--- src/rtl/shift_sequencer_pkg.sv ---
// Shared types and helpers for the shift_sequencer block: FSM state encoding
// and the bit-counter width function.
package shift_seq_pkg;

  typedef enum logic [1:0] {
    IDLE  = 2'd0,
    LD    = 2'd1,
    SHIFT = 2'd2,
    PAR   = 2'd3
  } seq_state_e;

  // Bit counter must hold indices 0..SIZE-1.
  function automatic int unsigned cnt_width(input int unsigned size);
    return (size > 1) ? $clog2(size) : 1;
  endfunction

endpackage

--- src/rtl/shift_sequencer_if.sv ---
// Word-source handshake into shift_sequencer: valid/ready with the word and
// its bit-period divider, both captured on the accept edge.
interface shift_sequencer_if #(
  parameter int unsigned SIZE  = 9,
  parameter int unsigned DIV_W = 8
);
  logic             IN_VALID;
  logic             IN_READY;
  logic [SIZE-1:0]  IN_DATA;
  logic [DIV_W-1:0] DIV;

  modport master (output IN_VALID, output IN_DATA, output DIV, input IN_READY);
  modport slave  (input IN_VALID, input IN_DATA, input DIV, output IN_READY);
endinterface

--- src/rtl/shift_sequencer_bit_timer.sv ---
// Bit-period timer: counts 0..div_i while enabled and emits a one-cycle tick
// on the cycle where the count equals div_i, then restarts from zero.
module bit_timer #(
  parameter int unsigned DIV_W = 8
) (
  input  logic             CLK,
  input  logic             RESET_N,
  input  logic             clear_i,
  input  logic             enable_i,
  input  logic [DIV_W-1:0] div_i,
  output logic             tick_o
);

  logic [DIV_W-1:0] cnt_q, cnt_d;

  assign tick_o = enable_i && !clear_i && (cnt_q == div_i);

  always_comb begin
    cnt_d = cnt_q;
    if (clear_i || tick_o) begin
      cnt_d = '0;
    end else if (enable_i) begin
      cnt_d = cnt_q + DIV_W'(1);
    end
  end

  always_ff @(posedge CLK or negedge RESET_N) begin
    if (!RESET_N) begin
      cnt_q <= '0;
    end else begin
      cnt_q <= cnt_d;
    end
  end

endmodule

--- src/rtl/shift_sequencer.sv ---
// Upstream pacing controller for a parallel-load shift register: loads each
// accepted word, strobes SHIFT_EN once per bit period and forwards SO on TX_OUT.
// Optional trailing even-parity bit when SHIFT_SEQ_PARITY_EN is defined.
module shift_sequencer
  import shift_seq_pkg::*;
#(
  parameter int unsigned SIZE  = 9,
  parameter int unsigned DIV_W = 8
) (
  input  logic                CLK,
  input  logic                RESET_N,
  shift_sequencer_if.slave    in_if,
  output logic                LOAD,
  output logic                SHIFT_EN,
  output logic [SIZE-1:0]     PI,
  input  logic                SO_IN,
  output logic                TX_OUT,
  output logic                TX_ACTIVE,
  output logic                DONE
);

  localparam int unsigned CNT_W = cnt_width(SIZE);

  seq_state_e       state_q;
  logic [DIV_W-1:0] div_q;
  logic [CNT_W-1:0] bit_q;
  logic             load_q;
  logic [SIZE-1:0]  pi_q;
  logic             active_q;
  logic             done_q;
`ifdef SHIFT_SEQ_PARITY_EN
  logic             par_q;
`endif

  logic tick;
  logic accept;
  logic last_bit;

  assign accept   = in_if.IN_VALID && (state_q == IDLE);
  assign last_bit = (bit_q == CNT_W'(SIZE - 1));

  assign in_if.IN_READY = (state_q == IDLE);
  assign LOAD      = load_q;
  assign PI        = pi_q;
  assign TX_ACTIVE = active_q;
  assign DONE      = done_q;
  assign SHIFT_EN  = (state_q == SHIFT) && tick;

  // Timer is held cleared during LD so the first bit period starts at zero.
  bit_timer #(.DIV_W(DIV_W)) u_bit_timer (
    .CLK      (CLK),
    .RESET_N  (RESET_N),
    .clear_i  (state_q == LD),
    .enable_i ((state_q == SHIFT) || (state_q == PAR)),
    .div_i    (div_q),
    .tick_o   (tick)
  );

  always_comb begin
    TX_OUT = 1'b1;
    case (state_q)
      SHIFT:   TX_OUT = SO_IN;
`ifdef SHIFT_SEQ_PARITY_EN
      PAR:     TX_OUT = par_q;
`endif
      default: TX_OUT = 1'b1;
    endcase
  end

  always_ff @(posedge CLK or negedge RESET_N) begin
    if (!RESET_N) begin
      state_q  <= IDLE;
      div_q    <= '0;
      bit_q    <= '0;
      load_q   <= 1'b0;
      pi_q     <= '0;
      active_q <= 1'b0;
      done_q   <= 1'b0;
`ifdef SHIFT_SEQ_PARITY_EN
      par_q    <= 1'b0;
`endif
    end else begin
      load_q <= 1'b0;
      done_q <= 1'b0;
      case (state_q)
        IDLE: begin
          if (accept) begin
            state_q  <= LD;
            load_q   <= 1'b1;
            pi_q     <= in_if.IN_DATA;
            div_q    <= in_if.DIV;
            active_q <= 1'b1;
            bit_q    <= '0;
`ifdef SHIFT_SEQ_PARITY_EN
            par_q    <= 1'b0;
`endif
          end
        end
        LD: begin
          state_q <= SHIFT;
          bit_q   <= '0;
        end
        SHIFT: begin
          if (tick) begin
            bit_q <= bit_q + CNT_W'(1);
`ifdef SHIFT_SEQ_PARITY_EN
            par_q <= par_q ^ SO_IN;
            if (last_bit) begin
              state_q <= PAR;
            end
`else
            if (last_bit) begin
              state_q  <= IDLE;
              active_q <= 1'b0;
              done_q   <= 1'b1;
            end
`endif
          end
        end
`ifdef SHIFT_SEQ_PARITY_EN
        PAR: begin
          if (tick) begin
            state_q  <= IDLE;
            active_q <= 1'b0;
            done_q   <= 1'b1;
          end
        end
`endif
        default: begin
          state_q  <= IDLE;
          active_q <= 1'b0;
        end
      endcase
    end
  end

endmodule

--- src/flat_wrapper.sv ---
// flat-port wrapper written by rule: the top's interface ports become plain ports
module shift_sequencer_flat import shift_seq_pkg::*;
#(
  parameter int unsigned SIZE  = 9,
  parameter int unsigned DIV_W = 8
)
  (CLK, RESET_N, LOAD, SHIFT_EN, PI, SO_IN, TX_OUT, TX_ACTIVE, DONE, in_if_IN_VALID, in_if_IN_DATA, in_if_DIV, in_if_IN_READY);
  shift_sequencer_if #(.SIZE(SIZE), .DIV_W(DIV_W)) in_if_i ();
  input  logic CLK;
  input  logic RESET_N;
  output logic LOAD;
  output logic SHIFT_EN;
  output logic [SIZE-1:0] PI;
  input  logic SO_IN;
  output logic TX_OUT;
  output logic TX_ACTIVE;
  output logic DONE;
  input wire logic [$bits(in_if_i.IN_VALID)-1:0] in_if_IN_VALID;
  input wire logic [$bits(in_if_i.IN_DATA)-1:0] in_if_IN_DATA;
  input wire logic [$bits(in_if_i.DIV)-1:0] in_if_DIV;
  output wire logic [$bits(in_if_i.IN_READY)-1:0] in_if_IN_READY;
  assign in_if_i.IN_VALID = in_if_IN_VALID;
  assign in_if_i.IN_DATA = in_if_IN_DATA;
  assign in_if_i.DIV = in_if_DIV;
  assign in_if_IN_READY = in_if_i.IN_READY;
  shift_sequencer #(.SIZE(SIZE), .DIV_W(DIV_W)) u_core (.CLK(CLK), .RESET_N(RESET_N), .in_if(in_if_i), .LOAD(LOAD), .SHIFT_EN(SHIFT_EN), .PI(PI), .SO_IN(SO_IN), .TX_OUT(TX_OUT), .TX_ACTIVE(TX_ACTIVE), .DONE(DONE));
endmodule
--- config.mk ---
export PLATFORM = sky130hd
export DESIGN_NAME = shift_sequencer_flat
export DESIGN_NICKNAME = d
export VERILOG_FILES = /design/src/rtl/shift_sequencer_pkg.sv /design/src/rtl/shift_sequencer_if.sv /design/src/rtl/shift_sequencer_bit_timer.sv /design/src/rtl/shift_sequencer.sv /design/src/flat_wrapper.sv
export SDC_FILE = /design/constraint.sdc
export NUM_CORES = 1
export LEC_CHECK = 0
export BUFFER_PORTS_ARGS = -buffer_cell sky130_fd_sc_hd__clkbuf_2
export CORE_ASPECT_RATIO = 1.25
export CORE_MARGIN = 3
export CORE_UTILIZATION = 56
export CTS_BUF_LIST = sky130_fd_sc_hd__clkbuf_2
export CTS_CLUSTER_SIZE = 10
export DETAILED_ROUTE_END_ITERATION = 7
export PLACE_DENSITY = 0.94
export SLEW_MARGIN = 0
export SYNTH_ARGS = -nofsm -noshare
export SYNTH_HDL_FRONTEND = slang
export SYNTH_SLANG_ARGS = --single-unit
--- constraint.sdc ---
create_clock -name CLK -period 1.7 [get_ports CLK]
set_input_delay 0.51 -clock CLK [delete_from_list [all_inputs] [get_ports CLK]]
set_output_delay 0.51 -clock CLK [all_outputs]
set_load 0.1 [all_outputs]
==> metrics.cfg, run 1 <==
[critical_path]
path_buf_inv=1
worst-path-stages=4
crit_start=u_core.div_q[3]$_DFFE_PN0P_
slowest_stage=dfrtp_1
r2r-start=u_core.div_q[3]$_DFFE_PN0P_
crit_fanout=2
critPathLaunchType=flop
r2r_cells=6
cpPeakStageDelay_ns=0.45
cpLargestDelayFamily=simple AND/OR/NAND/NOR gates
worstPathRequired_ns=1.19
cp.arrival_ns=1.81
path_class=flop to primary output
crit_path_cell_trace=xnor2_2, nand4_4, nor4_4, buf_12
cp-end-kind=primary output

[clocking]
cts-root-buf=clkbuf_2
clock_latency_ns=0.40
tritoncts=yes
cts_buffers=5
path_clk_slew_ns=0.18
htreeDepth=2
clockBufferDepth=2
clock_sinks=34

[routing]
wl_per_cell_microns=22.7
postRouteAntennaNets=0
drt-total-wl_microns=5500
first_pass_iters=4
routed_via_density=6.21
via_count=1509
dr.first_iter.drc_count=91
drcViolationCount=0

[sta]
fmax_mhz=430
min_period_ns=2.32
fin_crit_sh=1.37
slew_headroom=0.592
worst_pin_slew_ns=0.610
setup_viol_count_final=27
setup_ws_ns=-0.624
drv_slew=0
hold_viol=0
finClkSkew_ns=0.0187
rsz0062_at_grt=true

[synth]
synth_most_common_cell=dfrtp_1
synth-main-ff-cell=dfrtp_1
yosysSeqAreaShare=0.504
synth_cells=139
avgSynthCellArea_sq_um=12.1
ys_top_cells_by_count=34 x dfrtp_1, 9 x mux2_2, 8 x mux2_1, 8 x xnor2_1, 7 x nor3_1
yosysUniqueCellTypes=46
syn-num-nets=163
ys_top_cells_by_area=dfrtp_1 50%, mux2_2 6.0%, mux2_1 5.3%
syn_area_sq_mm=0.00169
synth_seq_cells=34
synthArstFlopShare=1.00
yosysTopAreaCell=dfrtp_1
synth_edf_count=0
ys_warn_count=0
yosysTopAreaCellShare=0.504

[die]
die_h_microns=67.4
die_x_microns=55.1
initial_core_util=0.606
placementRows=21
core_area_sq_mm=0.00279
pin_count=36
dieArea_sq_mm=0.00371

[power_and_ir_drop]
powerDensity_mw_per_mm2=2260
power_w=0.00567
max-vdd-ir-drop_mv=1.76
power_leakage_nw=1.18

[cells_and_area]
area_growth_pct=48.7
fin_cells=243
drive_gt1_frac=0.550
finalNetCount=232
n_antenna_cell=0
fillCellCount=118
final_core_util=0.900

[placed_design]
dp.final_hpwl_microns=2650
gp_congestion=0.774
io_buffers=35
pre_cts_ws_ns=-0.127
placedCellCount=221

[global_route]
first_global_vias=1379
grt-ovfl-total=0
antenna_found_initial=0
grt_max_degree=35
grt_pass1_wl_microns=6690
grtUsageTotal=0.262

[outcome]
failed_checks=setup timing
status=finished with violations

[flow_run]
maxCapViolCount=0

[min_path]
hold_path.class=primary input to async pin

where the power goes:
| part | switching (W) | leakage, nW | total, W | internal [W] |
|---|---|---|---|---|
| Sequential | 0.000342 | 0.421 | 0.00147 | 0.00112 |
| Combinational | 0.00222 | 0.719 | 0.00366 | 0.00145 |
| Clock | 0.000279 | 0.0432 | 0.000541 | 0.000262 |
| Total | 0.00284 | 1.18 | 0.00567 | 0.00283 |
area by class of cell:
cell class	instances	area, sq um	share of cell area
clock buffer	7	35.0	0.0140
multi-input combinational	96	985	0.393
timing repair buffer	67	548	0.219
tap	34	42.5	0.0170
clock inverter	1	30.0	0.0120
inverter	4	15.0	0.00599
sequential	34	852	0.340
placed cells by master (no fill, tap or decap), types with 2 or more instances in the layout:
cell      instances
a31oi_1           2
buf_12            5
buf_4            35
buf_6             4
clkbuf_2         27
clkbuf_4          2
dfrtp_1          33
ha_1              3
inv_1             4
mux2_4           17
nand2_1           6
nand3_1           2
nand3b_1          5
nor2_1            5
nor3_1            7
nor4_4            2
o211ai_1          2
o22ai_1           2
or3b_1            2
xnor2_1           4
xnor2_2           7
xor2_1            3
kinds of logic (layout without fill, tap and decap cells):
kind of cell               Yosys count  count (layout)  synth area share
AOI/OAI and AO/OA                   15              15            0.0638
xor gates and xnor gates            14              14            0.0861
adders and majority gates            3               3            0.0223
buffers and inverters                9              79            0.0274
DFF                                 34              34             0.504
muxes                               17              17             0.114
and+or+nand+nor                     47              47             0.183
worst register-to-register path: stages, from the launching register on:
cell	delay (ns)
dfrtp_1	0.45
xnor2_2	0.23
nand4_4	0.16
buf_4	0.17
buf_6	0.15
o311ai_4	0.26
or3b_1	0.39
per-stage QoR:
step,instance area (sq um),TNS [ns],hold WS [ns]
final,2510,-2.29,0.0997
after global routing,2510,-3.57,0.110
after CTS,2300,-0.941,0.118
after detailed placement,2170,-0.215,0.503
after global placement,2170,-0.115,0.493
after floorplan,1790,-5.14,0.214
sequential cells by signal, summed over array words and instances (netlist names):
name                      flops
u_core.u_bit_timer.cnt_q      8
u_core.PI                     9
u_core.div_q                  8
u_core.LOAD                   1
u_core.DONE                   1
u_core.bit_q                  4
u_core.TX_ACTIVE              1
u_core.state_q                2
layer usage:
layer,global-route usage,share of wire,up-vias
met5,0,0,-
met4,0.109,0.041,0
met3,0.0751,0.092,24
met2,0.448,0.51,113
met1,0.297,0.36,725
li1,-,-,647
path summary, 6_finish.rpt:
path	end	slack, ns
setup reg to reg	u_core.bit_q[2]$_DFFE_PN0P_	-0.19
hold / removal	u_core.div_q[6]$_DFFE_PN0P_	0.1
max in group asynchronous	u_core.state_q[1]$_DFFE_PN0P_	1.26
hold reg to reg	u_core.PI[2]$_DFFE_PN0P_	0.54
setup / recovery	SHIFT_EN	-0.62
min in group CLK	u_core.PI[3]$_DFFE_PN0P_	0.32
timing repair:
item	CTS	global route
setup endpoints to repair	8	34
pin swaps	2	10
hold endpoints to repair	0	0
cloned	0	1
setup buffers	2	13
hold buffers	0	0
resized for setup	12	13
Note: power is estimated with default switching activity, not from simulation.
==> run 2, diff against run 1 <==
- CORE_MARGIN: 3 -> unset
- REMOVE_ABC_BUFFERS: unset -> 1
==> run 2 against run 1 <==
The run still ends with setup timing left. Cell area decreased by 7.4%. Sequential share of layout area is 2.7 points higher. Global-route usage up 1.6 points. Die area fell by 13%. First-iteration DRC count shrank 59%. Largest power group unchanged. Register-to-register slack improved by 0.22 ns. Clock power fell by 31%. Hold slack gained 0.0096 ns. Critical endpoint unchanged. Utilization is 5.9 points lower.
==> metrics.cfg, run 2 (synthesis results as in run 1) <==
[outcome]
status=finished with violations
failed_checks=setup timing

[sta]
rsz0062_at_grt=true
drv_slew=0  ; unchanged
worst_pin_slew_ns=0.492  ; -0.119 ns
slew_headroom=0.672  ; +0.0793
setup_ws_ns=-0.575  ; +0.0490 ns
hold_viol=0  ; unchanged
fin_crit_sh=1.34  ; -0.0288
min_period_ns=2.27  ; -0.0490 ns
setup_viol_count_final=3  ; -89%
finClkSkew_ns=0.0119  ; -0.00677 ns
fmax_mhz=440  ; +2.2%

[critical_path]
crit_start=u_core.u_bit_timer.cnt_q[6]$_DFFE_PN0P_
r2r-start=u_core.u_bit_timer.cnt_q[6]$_DFFE_PN0P_
r2r_cells=5  ; -1
path_buf_inv=2  ; +1
path_class=flop to primary output
reg2reg_to=u_core.bit_q[2]$_DFFE_PN0P_
reg2reg_slack_ns=0.03  ; +0.22 ns
worstPathRequired_ns=1.19  ; about the same
cpPeakStageDelay_ns=0.44  ; about the same
slowest_stage=dfrtp_1
crit_path_cell_trace=xnor2_2, nand3_2, nor4_2, buf_4, buf_12
crit_fanout=2  ; unchanged
cp.arrival_ns=1.76  ; -0.05 ns
cp-end-kind=primary output
critPathLaunchType=flop
worst-path-stages=5  ; +1
cpLargestDelayFamily=flip-flops

[die]
die_h_microns=63.4  ; -5.9%
initial_core_util=0.611  ; +0.00577
core_area_sq_mm=0.00276  ; -0.94%
dieArea_sq_mm=0.00324  ; -13%
die_x_microns=51.1  ; -7.3%
placementRows=21  ; unchanged
pin_count=36  ; unchanged

[routing]
via_count=1416  ; -6.2%
postRouteAntennaNets=0  ; unchanged
first_pass_iters=4  ; unchanged
dr.first_iter.drc_count=37  ; -59%
drt-total-wl_microns=3990  ; -28%
drcViolationCount=0  ; unchanged
wl_per_cell_microns=16.5  ; -27%
routed_via_density=5.88  ; -5.4%

[global_route]
grt.busiest_layer=met2
met1_usage=0.314  ; +0.0164
met2_usage=0.461  ; +0.0123
grtUsageMet3=0.0725  ; -0.00259
grt-ovfl-total=0  ; unchanged
grtUsageTotal=0.278  ; +0.0165
grt_pass1_wl_microns=6480  ; -3.2%
first_global_vias=1488  ; +7.9%
grt_max_degree=35  ; unchanged
antenna_found_initial=0  ; unchanged

[min_path]
hold_path.class=primary input to async pin

[clocking]
tritoncts=yes
clock_sinks=34  ; unchanged
cts_buffers=5  ; unchanged
path_clk_slew_ns=0.18  ; about the same
clock_latency_ns=0.39  ; about the same
htreeDepth=2  ; unchanged
clockBufferDepth=2  ; unchanged
cts-root-buf=clkbuf_2
hold_buffers=0  ; unchanged

[placed_design]
dp.final_hpwl_microns=2650  ; -0.26%
placedCellCount=223  ; +0.90%
gp_congestion=0.828  ; +6.9%
io_buffers=35  ; unchanged

[cells_and_area]
mostFrequentLayoutCells=34 x dfrtp_1, 26 x clkbuf_2, 25 x buf_4, 10 x clkbuf_4, 9 x mux2_2
mostFrequentLayoutCell=dfrtp_1
fin_cells=241  ; -0.82%
drive_gt1_frac=0.478  ; -0.0720
final_core_util=0.841  ; -0.0590
n_antenna_cell=0  ; unchanged
largest_reg_flops=9  ; unchanged
fillCellCount=146  ; +24%
finalNetCount=230  ; -0.86%
area_growth_pct=37.6

[flow_run]
maxCapViolCount=0  ; unchanged

[power_and_ir_drop]
power_leakage_nw=1.06  ; -11%
max-vdd-ir-drop_mv=1.85  ; +5.2%
powerDensity_mw_per_mm2=2090  ; -7.5%

## run 2: changes by cell type in the layout (fill, tap and decap cells not counted), moves of 2 or more
cell      before  now
clkbuf_4       2   10
mux2_4        17    0
buf_4         35   25
nor4_4         2    0
mux2_1         0    8
mux2_2         0    9
buf_6          4    6
## run 2: where the power goes
group / switching (W) / total (W) / internal, W
clock network: 0.000274 / 0.000375 / 0.000101
registers: 0.000265 / 0.00139 / 0.00112
logic: 0.00195 / 0.00309 / 0.00114
## run 2: per-layer routing
layer	up-vias	wire length, microns
met3	18	282
met2	79	1950
met5	-	0
met1	679	1570
li1	640	-
met4	0	185
## run 2: stage by stage
stage	total power [W]	TNS, ns	cell area [sq um]	hold slack [ns]	worst slack (ns)
floorplan	0.00331	-31.76	1660	0.214	-1.44
finish	0.00486	-1.08	2320	0.109	-0.575
detailed placement	0.00407	-0.192	2090	0.479	-0.177
global route	0.00507	-1.37	2320	0.111	-0.673
global placement	0.00396	-0.143	2090	0.469	-0.143
CTS	0.00466	-1.07	2220	0.106	-0.610
## run 2: worst max path at each step
stage	to	slack (ns)
finish	SHIFT_EN	-0.57
CTS	SHIFT_EN	-0.61
floorplan	SHIFT_EN	-1.44
detailed placement	SHIFT_EN	-0.18
global placement	SHIFT_EN	-0.14
global route	SHIFT_EN	-0.67
## run 2: layout make-up
| cell class | instances | area, sq um | area share |
|---|---|---|---|
| Clock buffer | 6 | 30.0 | 0.0129 |
| Clock inverter | 2 | 8.76 | 0.00377 |
| Inverter | 4 | 15.0 | 0.00647 |
| Multi-Input combinational cell | 96 | 863 | 0.372 |
| Sequential cell | 34 | 851 | 0.367 |
| Tap cell | 34 | 42.5 | 0.0183 |
| Timing Repair Buffer | 65 | 510 | 0.220 |
## run 2: what timing repair did
item                       in CTS  in global routing
cloned                          0                  0
setup endpoints to repair      14                  6
resized for setup              20                 10
pin swaps                       1                  3
setup buffers                   4                  7
==> run 3, diff against run 2 <==
==> constraint.sdc (replaced) <==
create_clock -name CLK -period 1.7 [get_ports CLK]
set_input_delay 0.17 -clock CLK [delete_from_list [all_inputs] [get_ports CLK]]
set_output_delay 0.17 -clock CLK [all_outputs]
set_load 0.1 [all_outputs]
==> run 3 against run 2 <==
The flow still finishes with violations (setup timing). Critical path type unchanged. Clock power is 10% lower. Clock skew grew 0.0067 ns. Power fell by 3.9%.
==> metrics.cfg, run 3 (synthesis results as in run 1) <==
[outcome]
status=finished with violations
failed_checks=setup timing

[die]
pin_count=36  ; unchanged
placementRows=21  ; unchanged
die_h_microns=63.4  ; unchanged
initial_core_util=0.611  ; unchanged
core_area_sq_mm=0.00276  ; unchanged
die_x_microns=51.1  ; unchanged
dieArea_sq_mm=0.00324  ; unchanged

[cells_and_area]
drive_gt1_frac=0.429  ; -0.0490
finalNetCount=228  ; -0.87%
final_core_util=0.816  ; -0.0249
area_growth_pct=33.5
finalInstanceArea_sq_mm=0.00225  ; -3.0%
largest_reg_flops=9  ; unchanged
fillCellCount=149  ; +2.1%
mostFrequentLayoutCell=clkbuf_2
mostFrequentLayoutCells=37 x clkbuf_2, 32 x dfrtp_1, 21 x buf_4, 9 x mux2_2, 8 x mux2_1
n_antenna_cell=0  ; unchanged

[global_route]
antenna_found_initial=0  ; unchanged
first_global_vias=1556  ; +4.6%
grt_pass1_wl_microns=6600  ; +1.9%
grt_max_degree=25  ; -29%
grtUsageTotal=0.281  ; +0.00305
grt-ovfl-total=0  ; unchanged

[routing]
maxUsedRoutingLayer=met4
postRouteAntennaNets=0  ; unchanged
routed-wl-met3_microns=218  ; -23%
drt-total-wl_microns=3960  ; -0.68%
dr.first_iter.drc_count=39  ; +5.4%
wl_per_cell_microns=16.6  ; +0.15%
drcViolationCount=0  ; unchanged
first_pass_iters=4  ; unchanged
routed_via_density=5.81  ; -1.1%
via_count=1389  ; -1.9%
met2_length_microns=2210  ; +13%
wl_met1_microns=1400  ; -11%

[critical_path]
crit_fanout=4  ; +2
path_class=flop to primary output
worstPathRequired_ns=1.53  ; +0.34 ns
slowest_stage=dfrtp_1
cp-end-kind=primary output
r2r-start=u_core.u_bit_timer.cnt_q[7]$_DFFE_PN0P_
cp.arrival_ns=1.78  ; +0.02 ns
path_buf_inv=1  ; -1
crit_path_cell_trace=xnor2_1, nand3_2, nor4_4, buf_12
reg2reg_slack_ns=-0.17  ; -0.20 ns
crit_start=u_core.u_bit_timer.cnt_q[7]$_DFFE_PN0P_
cpLargestDelayFamily=simple AND/OR/NAND/NOR gates
cpPeakStageDelay_ns=0.43  ; about the same
critPathLaunchType=flop

[power_and_ir_drop]
p_int_w=0.00220  ; -7.2%
netSwitchingPower_w=0.00247  ; -0.77%
max-vdd-ir-drop_mv=2.29  ; +24%
share_comb_of_total_power=0.628  ; -0.009
power_leakage_nw=1.03  ; -2.7%
powerDensity_mw_per_mm2=2070  ; -0.94%
seqPwrFrac=0.300  ; +0.014
power_w=0.00467  ; -3.9%
clkPwrFrac=0.072  ; -0.005
power.share.switching=0.529  ; +0.0166

[sta]
min_period_ns=1.95  ; -0.323 ns
setup_tns_ns=-0.610  ; +0.470 ns
fin_crit_sh=1.15  ; -0.190
finClkSkew_ns=0.0185  ; +0.00665 ns
slew_headroom=0.611  ; -0.0604
hold_viol=0  ; unchanged
setup_viol_count_final=4  ; +1
setup_ws_ns=-0.252  ; +0.323 ns
rsz0062_at_grt=true
fmax_mhz=512  ; +17%
worst_pin_slew_ns=0.583  ; +0.0916 ns
drv_slew=0  ; unchanged

[clocking]
htreeDepth=2  ; unchanged
clock_sinks=34  ; unchanged
clockBufferDepth=2  ; unchanged
cts_buffers=5  ; unchanged
path_clk_slew_ns=0.17  ; about the same
tritoncts=yes
cts-root-buf=clkbuf_2
clock_latency_ns=0.37  ; -0.02 ns

[min_path]
hold_path.class=primary input to flop
worstHoldStart=in_if_DIV[7]

[placed_design]
dp.final_hpwl_microns=2760  ; +4.4%
io_buffers=35  ; unchanged
placed_area_sq_mm=0.00203  ; -2.8%
gp_congestion=0.857  ; +3.5%

[flow_run]
maxCapViolCount=0  ; unchanged

-- run 3: changes by cell type in the layout (fill, tap and decap cells not counted), sizes merged --
cell / previous run / this run
buf: 35 / 26
clkbuf: 36 / 37
clkinv: 2 / 3
dlygate4sd3: 0 / 5
-- run 3: area by class of cell --
| type | count | area [sq um] | share of cell area |
|---|---|---|---|
| Tap cell | 34 | 42.5 | 0.0189 |
| Multi-Input combinational cell | 96 | 846 | 0.376 |
| Clock inverter | 3 | 11.3 | 0.00500 |
| Clock buffer | 5 | 25.0 | 0.0111 |
| Timing Repair Buffer | 63 | 459 | 0.204 |
| Sequential cell | 34 | 853 | 0.379 |
| Inverter | 4 | 15.0 | 0.00667 |
-- run 3: per-layer routing --
layer,track usage,up-vias
li1,-,640
met1,0.275,676
met2,0.520,60
met3,0.0725,13
met4,0.146,0
met5,0,-
-- run 3: repair_timing --
action	CTS	global route
setup endpoints to repair	4	12
pin swaps	5	4
hold buffers	3	2
gates cloned	0	0
endpoints found under the hold margin	24	2
buffers inserted	6	4
resized for setup	9	4
-- run 3: path summary, 6_finish.rpt --
kind                                                      endpoint  cells after the start
max                                                       SHIFT_EN                      4
min                                    u_core.div_q[7]$_DFFE_PN0P_                      2
max reg2reg                            u_core.bit_q[2]$_DFFE_PN0P_                      6
min reg2reg                               u_core.PI[7]$_DFFE_PN0P_                      1
max in group asynchronous  u_core.u_bit_timer.cnt_q[5]$_DFFE_PN0P_                      3
min in group asynchronous                    u_core.DONE$_DFF_PN0_                      2
-- run 3: power groups by stage --
stage | combinational (W) | clock (W) | sequential [W]
after detailed placement | 0.00261 | 0 | 0.00141
after CTS | 0.00277 | 0.000350 | 0.00140
after global placement | 0.00252 | 0 | 0.00138
after floorplan | 0.000972 | 0 | 0.00234
final | 0.00293 | 0.000337 | 0.00140
after global routing | 0.00306 | 0.000387 | 0.00143
-- run 3: worst register-to-register path, cell delays in order (launching register included) --
cell,delay (ns)
dfrtp_1,0.43
xnor2_1,0.23
nand3_2,0.17
buf_4,0.17
buf_4,0.14
o311ai_1,0.26
or3b_1,0.37
-- run 3: per-stage QoR --
stage               hold slack [ns]  worst slack, ns  cells
floorplan                    -0.126            -1.43    134
global route               0.000669           -0.348    239
global placement              0.176           0.0679    216
CTS                         0.00424           -0.205    233
finish                       0.0176           -0.252    239
detailed placement            0.190          -0.0572    216
